**src/rtl/wb_arb_pkg.sv**
```systemverilog
// Shared types and width helpers for the Wishbone round-robin arbiter.
package wb_arb_pkg;

  typedef enum logic [1:0] {
    IDLE    = 2'd0,
    OWNED   = 2'd1,
    TIMEOUT = 2'd2
  } arb_state_e;

  // Index/counter width that never collapses to zero bits.
  function automatic int unsigned idx_w(input int unsigned n);
    return (n > 1) ? $clog2(n) : 1;
  endfunction

endpackage

```
**src/rtl/wb_rr_pick.sv**
```systemverilog
// Rotate-priority picker: first requester at index >= ptr, wrapping modulo N.
module wb_rr_pick
  import wb_arb_pkg::*;
#(
  parameter int unsigned N  = 2,
  parameter int unsigned IW = idx_w(N)
) (
  input  logic [N-1:0]  req,
  input  logic [IW-1:0] ptr,
  output logic [N-1:0]  gnt_onehot,
  output logic [IW-1:0] gnt_idx,
  output logic          valid
);

  int unsigned     cand;
  logic [IW-1:0]   cand_idx;

  // Scan from ptr upward; the first hit wins and later hits are ignored.
  always_comb begin
    gnt_onehot = '0;
    gnt_idx    = '0;
    valid      = 1'b0;
    cand       = 0;
    cand_idx   = '0;
    for (int unsigned i = 0; i < N; i++) begin
      cand = 32'(ptr) + i;
      if (cand >= N) cand = cand - N;
      cand_idx = IW'(cand);
      if (!valid && req[cand_idx]) begin
        valid               = 1'b1;
        gnt_idx             = cand_idx;
        gnt_onehot[cand_idx] = 1'b1;
      end
    end
  end

endmodule

```
**src/rtl/wb_rr_arbiter.sv**
```systemverilog
// Round-robin Wishbone arbiter: NUM_MASTERS masters share one slave bus,
// grants last a whole cyc period, and a watchdog errors out hung slaves.
module wb_rr_arbiter
  import wb_arb_pkg::*;
#(
  parameter int unsigned NUM_MASTERS    = 2,
  parameter int unsigned ADDR_W         = 32,
  parameter int unsigned DATA_W         = 32,
  parameter int unsigned TIMEOUT_CYCLES = 255
) (
  input  logic                            wb_clk_i,
  input  logic                            rst_i,
  input  logic [NUM_MASTERS-1:0]          m_cyc_i,
  input  logic [NUM_MASTERS-1:0]          m_stb_i,
  input  logic [NUM_MASTERS-1:0]          m_we_i,
  input  logic [NUM_MASTERS*ADDR_W-1:0]   m_addr_i,
  input  logic [NUM_MASTERS*DATA_W-1:0]   m_wdata_i,
  input  logic [NUM_MASTERS*DATA_W/8-1:0] m_sel_i,
  output logic [NUM_MASTERS-1:0]          m_ack_o,
  output logic [NUM_MASTERS-1:0]          m_err_o,
  output logic [DATA_W-1:0]               m_rdata_o,
  output logic                            s_cyc_o,
  output logic                            s_stb_o,
  output logic                            s_we_o,
  output logic [ADDR_W-1:0]               s_addr_o,
  output logic [DATA_W-1:0]               s_wdata_o,
  output logic [DATA_W/8-1:0]             s_sel_o,
  input  logic [DATA_W-1:0]               s_rdata_i,
  input  logic                            s_ack_i,
  output logic [NUM_MASTERS-1:0]          grant_o
);

  localparam int unsigned IDX_W = idx_w(NUM_MASTERS);
  localparam int unsigned SEL_W = DATA_W / 8;
  localparam int unsigned TMR_W = idx_w(TIMEOUT_CYCLES + 1);
  localparam bit          WD_EN = (TIMEOUT_CYCLES != 0);
  localparam logic [TMR_W-1:0] TMR_LAST = TMR_W'(TIMEOUT_CYCLES - 1);
  localparam logic [TMR_W-1:0] TMR_MAX  = '1;

  arb_state_e             state_q, state_d;
  logic [NUM_MASTERS-1:0] grant_q, grant_d;
  logic [IDX_W-1:0]       owner_q, owner_d;
  logic [IDX_W-1:0]       rr_ptr_q, rr_ptr_d;
  logic [TMR_W-1:0]       timer_q, timer_d;

  logic [NUM_MASTERS-1:0] pick_onehot;
  logic [IDX_W-1:0]       pick_idx;
  logic                   pick_valid;

  logic [ADDR_W-1:0]      addr_arr  [NUM_MASTERS];
  logic [DATA_W-1:0]      wdata_arr [NUM_MASTERS];
  logic [SEL_W-1:0]       sel_arr   [NUM_MASTERS];

  logic                   own_cyc, own_stb, own_we;
  logic [IDX_W-1:0]       rr_after;

  // Unpack the per-master buses so the owner can be selected by index.
  for (genvar gi = 0; gi < NUM_MASTERS; gi++) begin : g_unpack
    assign addr_arr[gi]  = m_addr_i[gi*ADDR_W +: ADDR_W];
    assign wdata_arr[gi] = m_wdata_i[gi*DATA_W +: DATA_W];
    assign sel_arr[gi]   = m_sel_i[gi*SEL_W +: SEL_W];
  end

  wb_rr_pick #(
    .N  (NUM_MASTERS),
    .IW (IDX_W)
  ) u_pick (
    .req        (m_cyc_i),
    .ptr        (rr_ptr_q),
    .gnt_onehot (pick_onehot),
    .gnt_idx    (pick_idx),
    .valid      (pick_valid)
  );

  // A strobe without cyc is not a transfer.
  assign own_cyc  = m_cyc_i[owner_q];
  assign own_stb  = m_stb_i[owner_q] & own_cyc;
  assign own_we   = m_we_i[owner_q];
  assign rr_after = (owner_q == IDX_W'(NUM_MASTERS - 1)) ? '0 : owner_q + IDX_W'(1);

  assign m_rdata_o = s_rdata_i;
  assign grant_o   = grant_q;

  // Next-state, watchdog and bus routing; slave ack is only forwarded while owned.
  always_comb begin
    state_d   = state_q;
    grant_d   = grant_q;
    owner_d   = owner_q;
    rr_ptr_d  = rr_ptr_q;
    timer_d   = '0;
    s_cyc_o   = 1'b0;
    s_stb_o   = 1'b0;
    s_we_o    = 1'b0;
    s_addr_o  = '0;
    s_wdata_o = '0;
    s_sel_o   = '0;
    m_ack_o   = '0;
    m_err_o   = '0;

    unique case (state_q)
      IDLE: begin
        if (pick_valid) begin
          state_d = OWNED;
          grant_d = pick_onehot;
          owner_d = pick_idx;
        end
      end

      OWNED: begin
        s_cyc_o   = own_cyc;
        s_stb_o   = own_stb;
        s_we_o    = own_we;
        s_addr_o  = addr_arr[owner_q];
        s_wdata_o = wdata_arr[owner_q];
        s_sel_o   = sel_arr[owner_q];
        m_ack_o   = rst_i ? '0 : (grant_q & {NUM_MASTERS{s_ack_i}});

        if (!own_cyc) begin
          state_d  = IDLE;
          grant_d  = '0;
          rr_ptr_d = rr_after;
        end else if (own_stb && !s_ack_i) begin
          if (WD_EN && (timer_q == TMR_LAST)) begin
            state_d = TIMEOUT;
          end else begin
            timer_d = (timer_q == TMR_MAX) ? timer_q : timer_q + TMR_W'(1);
          end
        end else if (!s_ack_i) begin
          timer_d = timer_q;
        end
      end

      TIMEOUT: begin
        m_err_o  = rst_i ? '0 : grant_q;
        state_d  = IDLE;
        grant_d  = '0;
        rr_ptr_d = rr_after;
      end

      default: begin
        state_d = IDLE;
        grant_d = '0;
      end
    endcase
  end

  // State, grant, round-robin pointer and watchdog registers.
  always_ff @(posedge wb_clk_i) begin
    if (rst_i) begin
      state_q  <= IDLE;
      grant_q  <= '0;
      owner_q  <= '0;
      rr_ptr_q <= '0;
      timer_q  <= '0;
    end else begin
      state_q  <= state_d;
      grant_q  <= grant_d;
      owner_q  <= owner_d;
      rr_ptr_q <= rr_ptr_d;
      timer_q  <= timer_d;
    end
  end

endmodule

```
**config.mk**
```make
export PLATFORM = sky130hd
export DESIGN_NAME = wb_rr_arbiter
export DESIGN_NICKNAME = d
export VERILOG_FILES = /design/src/rtl/wb_arb_pkg.sv /design/src/rtl/wb_rr_pick.sv /design/src/rtl/wb_rr_arbiter.sv
export SDC_FILE = /design/constraint.sdc
export NUM_CORES = 1
export LEC_CHECK = 0
export CAP_MARGIN = 20
export CORE_AREA = 2 2 110 112
export DETAILED_ROUTE_END_ITERATION = 7
export DIE_AREA = 0 0 112 114
export SLEW_MARGIN = 20
export SYNTH_ARGS = -nofsm -noshare
export SYNTH_HDL_FRONTEND = slang
export SYNTH_SLANG_ARGS = --single-unit
```
**constraint.sdc**
```tcl
create_clock -name wb_clk_i -period 1.8 [get_ports wb_clk_i]
set_input_delay 0.36 -clock wb_clk_i [delete_from_list [all_inputs] [get_ports wb_clk_i]]
set_output_delay 0.36 -clock wb_clk_i [all_outputs]
set_load 0.02 [all_outputs]
```
* Yosys cells after proc, flatten, opt, wreduce, memory -nomap -nowiden
Index checks and enable logic that the tools add are counted.
** Word-level totals
- Bits in latches :: 0
- Word-level logic and storage cells :: 104
- Bits in registers :: 14
- Memories kept :: 0
- ROM bits :: 0
- Input port bits :: 177
- Memory bits (writable) :: 0
- Output and inout bits :: 109
** Cells by class
- $lt $le $gt $ge :: 8
- Multipliers :: 0
- $add $sub $neg :: 5
- Equality and inequality tests :: 9
- Reductions and logical operators :: 15
- Shifts and indexed selects :: 0
- Bitwise operators :: 6
- Divide/modulo/power cells :: 0
- Muxes and demuxes :: 56
** Operators by type and width (count)
- $mux 32 :: 8
- $mux 8 :: 4
- $mux 2 :: 12
- $mux 1 :: 23
- $eq 8x8->1 const B :: 2
- $mux 4 :: 4
- $ne 3x3->1 const B :: 3
- $add 8x1->8 const B :: 1
- $pmux 2 s2 :: 2
- $reduce_and 2->1 :: 4
- $lt 1x2->1 const B :: 3
- $ge 2x2->1 const B :: 2
- $logic_and 1x1->1 :: 4
- $ne 2x2->1 const B :: 2
- $reduce_bool 2->1 :: 2
- $reduce_and 3->1 :: 1
- $reduce_or 3->1 :: 1
- $add 1x1->2 const B :: 1
- $and 2x2->2 :: 1
- $demux 1 s1 :: 2
- $eq 2x1->1 const B :: 1
- $eq 2x2->1 const B :: 1
- $ge 1x1->1 const B :: 2
- $ge 1x2->1 const B :: 1
- 9 further kinds :: 12

* Logic depth before layout (Yosys ltp)
Gate-level depths: netlist (run 1).
- Word-level depth :: 11
- Mapped depth :: 7
- Mapped depth without buffers :: 7

* By module
From an unflattened synthesis (run 1), not the netlist that was laid out.
** Unflattened totals
- Cells, all modules :: 294
- Area total of the unflattened synthesis :: 2133.3 µm²
** Modules (own cells, without submodules)
- wb_rr_arbiter :: cells each 289, seq. area each 280.3 µm², instances 1, area each 2100.8 µm²
- wb_rr_pick :: cells each 5, seq. area each 0.0 µm², instances 1, area each 32.5 µm²

* Worst setup path before layout (run 1)
No wires, ideal clock.
- Path type :: register to output
- Start point :: register state_q[1]
- End point :: output port s_stb_o
- Data arrival time :: 1.387 ns
- Stages on the path, launching flop included :: 5
- Slack :: 0.053 ns
- Data required time :: 1.440 ns
- Path through :: dfxtp_1 -> nand2b_1 -> buf_2 -> buf_2 -> nor3_1
** On the way
- Longest elaborated chain between the ends :: 2
** RTL lines
- from (decl) :: line wb_rr_arbiter.sv:40 : arb_state_e state_q, state_d;
- from (signal assigned) :: line wb_rr_arbiter.sv:156 : state_q <= state_d;
- $eq 2x1->1 :: line wb_rr_arbiter.sv:100 : unique case (state_q)
- $mux 1 :: line wb_rr_arbiter.sv:100
- to (decl) :: line wb_rr_arbiter.sv:23 : output logic s_stb_o,
No other way between the ends.

* Worst setup path in the final report (run 1)
- Start point :: register owner_q
- End point :: output port s_sel_o[0]
** On the way
- Longest elaborated chain between the ends :: 5
** RTL lines
- from (decl) :: line wb_rr_arbiter.sv:42 : logic [IDX_W-1:0] owner_q, owner_d;
- from (signal assigned) :: line wb_rr_arbiter.sv:158 : owner_q <= owner_d;
- $not 1->2 (implied by the code) :: line wb_rr_arbiter.sv:115 : s_sel_o = sel_arr[owner_q];
- $mux 4 (implied by the code) (3 in series) :: line wb_rr_arbiter.sv:115
- $mux 4 :: line wb_rr_arbiter.sv:100
- to (decl) :: line wb_rr_arbiter.sv:27 : output logic [DATA_W/8-1:0] s_sel_o,
No other way between the ends. The select of a mux whose other input is x is not followed.

==> impl_metrics.ini, run 1 <==
[routing]
ant_nets = 0
drt_wl_total_um = 9570
vias_per_cell = 4.41
drtPass1Iterations = 4
wire_per_inst_um = 14.4
drc = 0
drt_iter0_markers = 76
vias = 2921

[worst_setup_path]
crit_chain = buf_12 -> mux2i_1 -> nor2_1 -> dlygate4sd2_1
max_stage_delay_ns = 0.37
critical_path_class = flip-flop to output pin
cp_top_family = buffers and inverters
r2r-start = owner_q
crit_start = owner_q
cp.depth = 4
path_max_fanout = 23
critPathSlowestCell = dfxtp_4
end_kind = output pin
crit_required_ns = 1.44
arrival_ns = 1.42
reg2reg_depth = 8
start_kind = flip-flop
cp.buffers_inverters = 2

[die]
design.die.area_mm2 = 0.0128
ios = 286
coreArea_mm2 = 0.0117
die_x_um = 112
initial_core_util = 0.186
fp-row-count = 40
die_y_um = 114

[timing]
fin_crit_sh = 0.990
setup_violations = 0
tightest_slew_ns = 0.311
fmax_ghz = 0.561
relSlewSlack = 0.793
timing.final.max_slew_violations = 0
clock_skew_ns = 0.00218
period_minus_slack_ns = 1.78
rsz0062_at_grt = true
hold_violations = 0

[clock_tree]
cts.clk_slew.worst_paths_ns = 0.05
root_buffer = clkbuf_16
clock_path_buffers = 2
clk_latency_ns = 0.24
tritoncts = done
cts_inserted_buffers = 3
post_cts_hold_buffer_count = 0
h-tree-depth = 1
cts_sinks = 14

[hold_path]
min_path_cells = 2
min_from = grant_o[1]
min_path_type = flip-flop to flip-flop

[synthesis]
synth_cell_types = 42
synth_edf_count = 0
yosys-top-cells-count = nor2_1, mux2i_1, buf_4, dfxtp_1
ys.warnings.count = 0
yosysTopAreaCell = mux2i_1
netlist_area_mm2 = 0.00218
synth_seq_cells = 14
synth_ff_type = dfxtp_1
syn_nets = 476
synthArstFlopShare = 0
yosysTopAreaCellShare = 0.326
synth.avg_cell_area_um2 = 7.34
syn-instance-count = 297
ys_seq_area_frac = 0.129
synth.area.top_cells = mux2i_1, nor2_1, dfxtp_1, buf_4, a21oi_1
synth_most_common_cell = nor2_1

[finish]
multiInputGateArea_mm2 = 0.00159
drive_above_1_share = 0.277
fin_util = 0.386
regArea_um2 = 285
area_growth_pct = 107
diodes = 0
fillers = 1226
num-nets-final = 696
fin_cells = 663

[power_and_ir_drop]
p_per_area_mw_per_mm2 = 425
power_leakage_nw = 1.83
irDropWorstVdd_uv = 336

[placement]
portBuffers = 221
place_congestion = 0.859
post-dp-hpwl_um = 7770
place_inst = 654

[global_routing]
globalRoute.totalOverflow = 0
grt_pass1_vias = 2965
antenna_found_initial = 0
grt_pass1_wl_um = 14600
grt_usage = 0.137
grt_max_degree = 40

[run]
maxCapViolCount = 0

[run_status]
status = finished clean
[sequential cells by signal (all words and copies together), names as in the netlist]
| register | count |
|---|---|
| state_q | 2 |
| rr_ptr_q | 1 |
| timer_q | 8 |
| grant_o | 2 |
| owner_q | 1 |
[per-stage QoR]
step	power (mW)	cell area (µm²)	TNS (ns)	hold WS [ns]	setup WS, ns
2_1_floorplan	0.917	2180	0	0.471	0.0525
3_3_place_gp	1.51	4640	-13.75	0.480	-0.462
3_5_place_dp	1.53	4640	-14.69	0.490	-0.471
4_1_cts	1.92	4550	-1.84	0.496	-0.118
5_1_grt	2.02	4520	-0.126	0.525	-0.0542
6_report	1.92	4520	0	0.496	0.0180
[metal layers]
metal / wire length [µm] / up-vias / share of wire / track usage
li1: - / 1446 / - / -
met1: 3690 / 1306 / 0.39 / 0.159
met2: 4850 / 153 / 0.51 / 0.255
met3: 890 / 16 / 0.093 / 0.0340
met4: 136 / 0 / 0.014 / 0.0293
met5: 0 / - / 0 / 0
[path summary, 6_finish.rpt]
path	slack (ns)	to
worst min-delay path	0.50	grant_o[1]
worst min register to register	0.50	grant_o[1]
worst max-delay path	0.02	s_sel_o[0]
worst max register to register	0.11	timer_q[5]
[report_power, final]
part	internal (mW)	total, mW	switching, mW
logic	0.621	1.12	0.495
clock network	0.337	0.472	0.135
registers	0.319	0.329	0.00987
total	1.28	1.92	0.640
[kinds of logic after synthesis]
| family | count (synthesis) | share of synthesized area |
|---|---|---|
| buf+inv | 54 | 0.161 |
| simple gates | 124 | 0.275 |
| mux | 71 | 0.326 |
| flops | 14 | 0.129 |
| fa+ha+maj | 2 | 0.0115 |
| compound gates | 32 | 0.0981 |
[layout by cell type (no fill, tap or decap), types with 2 or more instances in the layout]
master	n
clkdlybuf4s50_1	145
clkbuf_2	32
o22ai_1	2
nand3_1	7
buf_6	2
buf_2	35
a211o_1	2
clkdlybuf4s15_2	3
mux2i_1	69
dlygate4sd2_1	2
clkbuf_16	5
dfxtp_1	12
a21oi_1	10
nor4_1	2
buf_12	7
and3_1	4
nand2_1	10
nor3b_1	2
nand4_1	3
o21ai_0	5
nor3_1	3
a211oi_1	3
nor2_1	75
nor2_2	3
inv_1	3
mux2i_2	2
buf_4	37
nor4_4	2
nand2b_1	3
[cell type report]
class,count,area share
Timing Repair Buffer,266,0.522
Sequential cell,14,0.0632
Multi-Input combinational cell,229,0.352
Inverter,3,0.00249
Tap cell,147,0.0407
Clock buffer,4,0.0197
[worst register-to-register path, delay by kind of cell (launching register included)]
kind                   cells  cell delay (ns)
and+or+nand+nor            1             0.06
buffers and inverters      4             0.58
DFF                        1             0.37
AOI/OAI and AO/OA          3             0.58
[what timing repair did]
item	in CTS	in global routing
setup endpoints to repair	76	52
cloned	0	2
pin swaps	0	1
buffers inserted	0	3
resized for setup	205	79
endpoints found under the hold margin	0	0
Note: power is estimated with default switching activity, not from simulation.
==> run 2, diff against run 1 <==
- ABC_AREA: unset -> 1
- CORE_AREA: 2 2 110 112 -> 2 2 109 111
- DIE_AREA: 0 0 112 114 -> 0 0 111 113
==> run 2 against run 1 <==
First-iteration DRC count is 74% higher. Register-to-register slack about the same. Final cell count up 12%. Critical path depth grew 1. Sequential share of layout area is 0.29 points higher. Routed wire length is 17% higher. Critical endpoint is now s_sel_o[3].
==> impl_metrics.ini, run 2 <==
[run_status]
status = finished clean

[global_routing]
antenna_found_initial = 1
globalRoute.totalOverflow = 0
grt_max_degree = 29
grt_pass1_vias = 3114
grt_pass1_wl_um = 16500
grt_usage = 0.165

[timing]
hold_violations = 0
setup_violations = 0
relSlewSlack = 0.823
clock_skew_ns = 0.000954
tightest_slew_ns = 0.262
setup_ws_ns = 0.00789
fmax_ghz = 0.558
timing.final.max_slew_violations = 0
rsz0062_at_grt = true
period_minus_slack_ns = 1.79
fin_crit_sh = 0.996

[clock_tree]
clock_path_buffers = 2
clk_latency_ns = 0.24
h-tree-depth = 1
tritoncts = done
cts_sinks = 14
postCtsSetupRepairBufs = 0
root_buffer = clkbuf_16
cts_inserted_buffers = 3
cts.clk_slew.worst_paths_ns = 0.04

[synthesis]
synthMuxAreaShare = 0
netlist_area_mm2 = 0.00209
synth_compound_area_frac = 0.212
yosys.area_share.simple = 0.432
ys.warnings.count = 0
synth_ff_type = dfxtp_1
yosys-top-cells-count = nand2_1, a21oi_1, buf_4, clkbuf_1, inv_1
syn-instance-count = 403
synth_top_family_by_area = simple AND/OR/NAND/NOR gates
synth_edf_count = 0
yosysTopAreaCellShare = 0.320
synth_xor_area_frac = 0.00420
yosysTopAreaCell = nand2_1
synth.area.top_cells = nand2_1, a21oi_1, dfxtp_1, buf_4, clkbuf_1
synthAdderAreaFrac = 0.0120
synth_most_common_cell = nand2_1
synth_cell_types = 26
synthArstFlopShare = 0
syn_nets = 582
synth_seq_cells = 14
synth.avg_cell_area_um2 = 5.18
ys_seq_area_frac = 0.134

[worst_setup_path]
max_stage_delay_ns = 0.41
end_kind = output pin
crit_required_ns = 1.44
crit_chain = inv_6 -> buf_12 -> nand2_1 -> a21oi_1 -> clkdlybuf4s15_2
critical_path_class = flip-flop to output pin
cp_top_family = buffers and inverters
critPathSlowestCell = dfxtp_4
arrival_ns = 1.43
path_max_fanout = 27
start_kind = flip-flop
cp.buffers_inverters = 3

[die]
fp-row-count = 39
design.die.area_mm2 = 0.0125
ios = 286
die_y_um = 113
die_x_um = 111
coreArea_mm2 = 0.0113
initial_core_util = 0.185

[placement]
pre_cts_ws_ns = -0.423
place_inst = 735
dpl_cell_area_mm2 = 0.00438
portBuffers = 221
place_congestion = 0.878
post-dp-hpwl_um = 8880

[finish]
mostFrequentLayoutCells = nand2_1, clkdlybuf4s50_1, a21oi_1, buf_2, buf_4
fillers = 1223
final_common_cell = nand2_1
fin_cells = 742
area_growth_pct = 106
regArea_um2 = 284
largest_register_ff_count = 8
multiInputGateArea_mm2 = 0.00140
drive_above_1_share = 0.212
num-nets-final = 779
fin_area_mm2 = 0.00430
regMostFlops = timer_q

[routing]
vias_per_cell = 4.38
drt_wl_total_um = 11200
vias = 3248
drc = 0
ant_nets = 0
wire_per_inst_um = 15.1
drtPass1Iterations = 4
drt_iter0_markers = 132

[power_and_ir_drop]
finalPower_mw = 2.15
irDropWorstVdd_uv = 327
p_per_area_mw_per_mm2 = 500
power_leakage_nw = 1.95

[hold_path]
min_path_type = flip-flop to flip-flop

[run]
maxCapViolCount = 0
-- run 2: cell types whose count changed in the layout (fill, tap and decap cells not counted), moves of 13 or more --
cell,change
buf_2,+13
a21oi_1,+66
nor2_1,-61
clkbuf_2,-29
mux2i_1,-69
inv_1,+16
nand2_1,+167
-- run 2: per-stage QoR --
stage / TNS (ns) / hold slack (ns) / utilization
finish: 0 / 0.476 / 0.381
global route: -0.490 / 0.515 / 0.381
CTS: -0.109 / 0.481 / 0.393
detailed placement: -16.11 / 0.474 / 0.388
global placement: -15.53 / 0.473 / 0.388
floorplan: 0 / 0.469 / -
-- run 2: path summary, 6_finish.rpt --
path / end / slack (ns) / cells after the start / startpoint
worst max register to register: timer_q[2] / 0.12 / 12 / owner_q
worst max-delay path: s_sel_o[3] / 0.008 / 5 / owner_q
worst min-delay path: grant_o[0] / 0.48 / 2 / grant_o[0]
worst min register to register: grant_o[0] / 0.48 / 2 / grant_o[0]
-- run 2: cells by family (layout without fill, tap and decap cells) --
group,after synthesis,count (layout)
compound gates,87,87
simple gates,220,220
fa+ha+maj,2,2
xor+xnor,1,1
flops,14,14
other cells,0,1
buf+inv,79,274
-- run 2: area by class of cell --
| type | count | share of cell area |
|---|---|---|
| diodes | 1 | 0.000582 |
| multi-input cells | 310 | 0.327 |
| well taps | 143 | 0.0416 |
| inverters | 22 | 0.0204 |
| clock buffers | 3 | 0.0175 |
| flip-flops and latches | 14 | 0.0661 |
| repair buffers | 249 | 0.527 |
-- run 2: where the power goes --
part	switching, mW	internal (mW)	leakage, nW
combinational	0.722	0.669	1.80
clock	0.124	0.290	0.0370
sequential	0.0210	0.323	0.114
total	0.867	1.28	1.95
-- run 2: metal layers --
| layer | up-vias | track usage | wire length, µm |
|---|---|---|---|
| met1 | 1435 | 0.177 | 4200 |
| met4 | 0 | 0.0433 | 237 |
| met5 | - | 0 | 0 |
| met2 | 156 | 0.311 | 5890 |
| met3 | 20 | 0.0525 | 883 |
| li1 | 1637 | - | - |
-- run 2: what timing repair did --
action	in CTS	in global routing
endpoints found under the setup margin	73	59
gates cloned	2	1
resized for setup	263	62
hold endpoints to repair	0	0
hold buffers	0	0
-- run 2: worst min-delay path, delay by kind of cell (launching register included) --
family / cells / cell delay [ns]
and+or+nand+nor: 1 / 0.06
AOI/OAI and AO/OA: 1 / 0.05
DFF: 1 / 0.32
==> run 3, diff against run 2 <==
- CTS_BUF_LIST: unset -> sky130_fd_sc_hd__clkbuf_4 sky130_fd_sc_hd__clkbuf_8
==> run 3 against run 2 <==
Combinational power is 5% higher. Non-clock buffer count up 2. Sequential power barely moved. First-iteration DRC count is 0.76% higher. Sequential share of layout area decreased by 0.17 points. Worst hold slack improved by 0.0015 ns. Utilization up 1.0 points. Sequential cell count stayed put. Critical path depth is 2 higher. Clock skew hardly changed. Register-to-register slack about the same. Fmax rose by 0.12%. Largest power group unchanged.
==> impl_metrics.ini, run 3 (synthesized netlist as in run 2, its figures left out) <==
[run_status]
status = finished clean

[placement]
portBuffers = 221
pre_cts_ws_ns = -0.423
place_congestion = 0.878
post-dp-hpwl_um = 8880
place_inst = 735

[routing]
vias = 3256
drc = 0
drtPass1Iterations = 4
drt_iter0_markers = 133
drt_wl_total_um = 11100
wire_per_inst_um = 14.9
ant_nets = 0
vias_per_cell = 4.38

[worst_setup_path]
path_max_fanout = 14
max_stage_delay_ns = 0.48
cp.buffers_inverters = 3
reg2reg_depth = 12
r2r-start = owner_q
r2r-end = timer_q[0]
cp_top_family = flip-flops
regToRegSetupSlack_ns = 0.11
critical_path_class = flip-flop to output pin
arrival_ns = 1.43
critPathSlowestCell = dfxtp_4
crit_chain = buf_12 -> buf_16 -> nand2_1 -> nand2_2 -> nand2_4 -> nor2_2 -> buf_6
start_kind = flip-flop
end_kind = output pin
crit_required_ns = 1.44

[timing]
hold_violations = 0
rsz0062_at_grt = true
period_minus_slack_ns = 1.79
setup_violations = 0
fin_hold_ws_ns = 0.478
tightest_slew_ns = 0.262
timing.final.max_slew_violations = 0
fin_crit_sh = 0.994
setup_ws_ns = 0.0100
relSlewSlack = 0.824
clock_skew_ns = 0.000889
fmax_ghz = 0.559

[global_routing]
grt_pass1_wl_um = 16600
grt_usage = 0.164
grt_pass1_vias = 3064
globalRoute.totalOverflow = 0
grt_max_degree = 28
antenna_found_initial = 1

[clock_tree]
h-tree-depth = 1
clk_latency_ns = 0.24
tritoncts = done
clock_path_buffers = 2
cts_inserted_buffers = 3
post_cts_hold_buffer_count = 0
cts_sinks = 14
cts.clk_slew.worst_paths_ns = 0.06
root_buffer = clkbuf_8

[power_and_ir_drop]
power_leakage_nw = 1.96
p_per_area_mw_per_mm2 = 466
finalPower_mw = 2.06
irDropWorstVdd_uv = 222

[die]
initial_core_util = 0.185
die_y_um = 113
fp-row-count = 39
die_x_um = 111
design.die.area_mm2 = 0.0125
coreArea_mm2 = 0.0113
ios = 286

[hold_path]
min_path_cells = 2
whs_endpoint = grant_o[0]
min_path_type = flip-flop to flip-flop
min_from = grant_o[0]

[finish]
fin_util = 0.391
num-nets-final = 781
drive_above_1_share = 0.245
final_common_cell = nand2_1
mostFrequentLayoutCells = nand2_1, clkdlybuf4s50_1, a21oi_1, buf_4, buf_2
fin_cells = 744
largest_register_ff_count = 8
regMostFlops = timer_q
area_growth_pct = 111

[run]
maxCapViolCount = 0
[run 3: worst max-delay path by stage]
stage / from / end / slack [ns] / depth (start not counted)
global placement: m_cyc_i[0] / s_stb_o / -0.38 / 6
detailed placement: s_ack_i / m_ack_o[0] / -0.42 / 4
finish: owner_q / s_stb_o / 0.01 / 7
floorplan: rst_i / m_ack_o[0] / 0.16 / 2
CTS: owner_q / s_addr_o[8] / -0.0007 / 5
global route: owner_q / s_cyc_o / -0.07 / 7
[run 3: stage by stage]
stage | cell area (µm²) | TNS [ns]
2_1_floorplan | 2090 | 0
3_3_place_gp | 4380 | -15.53
3_5_place_dp | 4380 | -16.11
4_1_cts | 4320 | -0.000718
5_1_grt | 4410 | -0.365
6_report | 4410 | 0
[run 3: metal layers]
| metal | share of wire | GRT usage |
|---|---|---|
| met1 | 0.39 | 0.184 |
| met2 | 0.53 | 0.310 |
| met3 | 0.074 | 0.0498 |
| met4 | 0.0079 | 0.0308 |
| met5 | 0 | 0 |
[run 3: area by class of cell]
type	instances	area [µm²]
Fill cell	1195	6860
Timing Repair Buffer	251	2350
Multi-Input combinational cell	310	1470
Sequential cell	14	284
Tap cell	143	179
Inverter	22	87.6
Clock buffer	3	41.3
Antenna cell	1	2.50
[run 3: what timing repair did]
| action | CTS | global route |
|---|---|---|
| cloned | 3 | 0 |
| buffers inserted | 2 | 0 |
| pin swaps | 0 | 4 |
| resized for setup | 293 | 75 |
| endpoints found under the setup margin | 73 | 50 |
[run 3: where the power goes]
group | total, mW | switching, mW | internal, mW | leakage (nW)
Clock | 0.258 | 0.110 | 0.148 | 0.0216
Combinational | 1.46 | 0.741 | 0.716 | 1.82
Sequential | 0.343 | 0.0205 | 0.322 | 0.114
Total | 2.06 | 0.871 | 1.19 | 1.96
[run 3: worst min-delay path, stage by stage, from the launching register on]
cell and delay [ns]:
dfxtp_1 0.32, nand2_1 0.06, a21oi_1 0.05
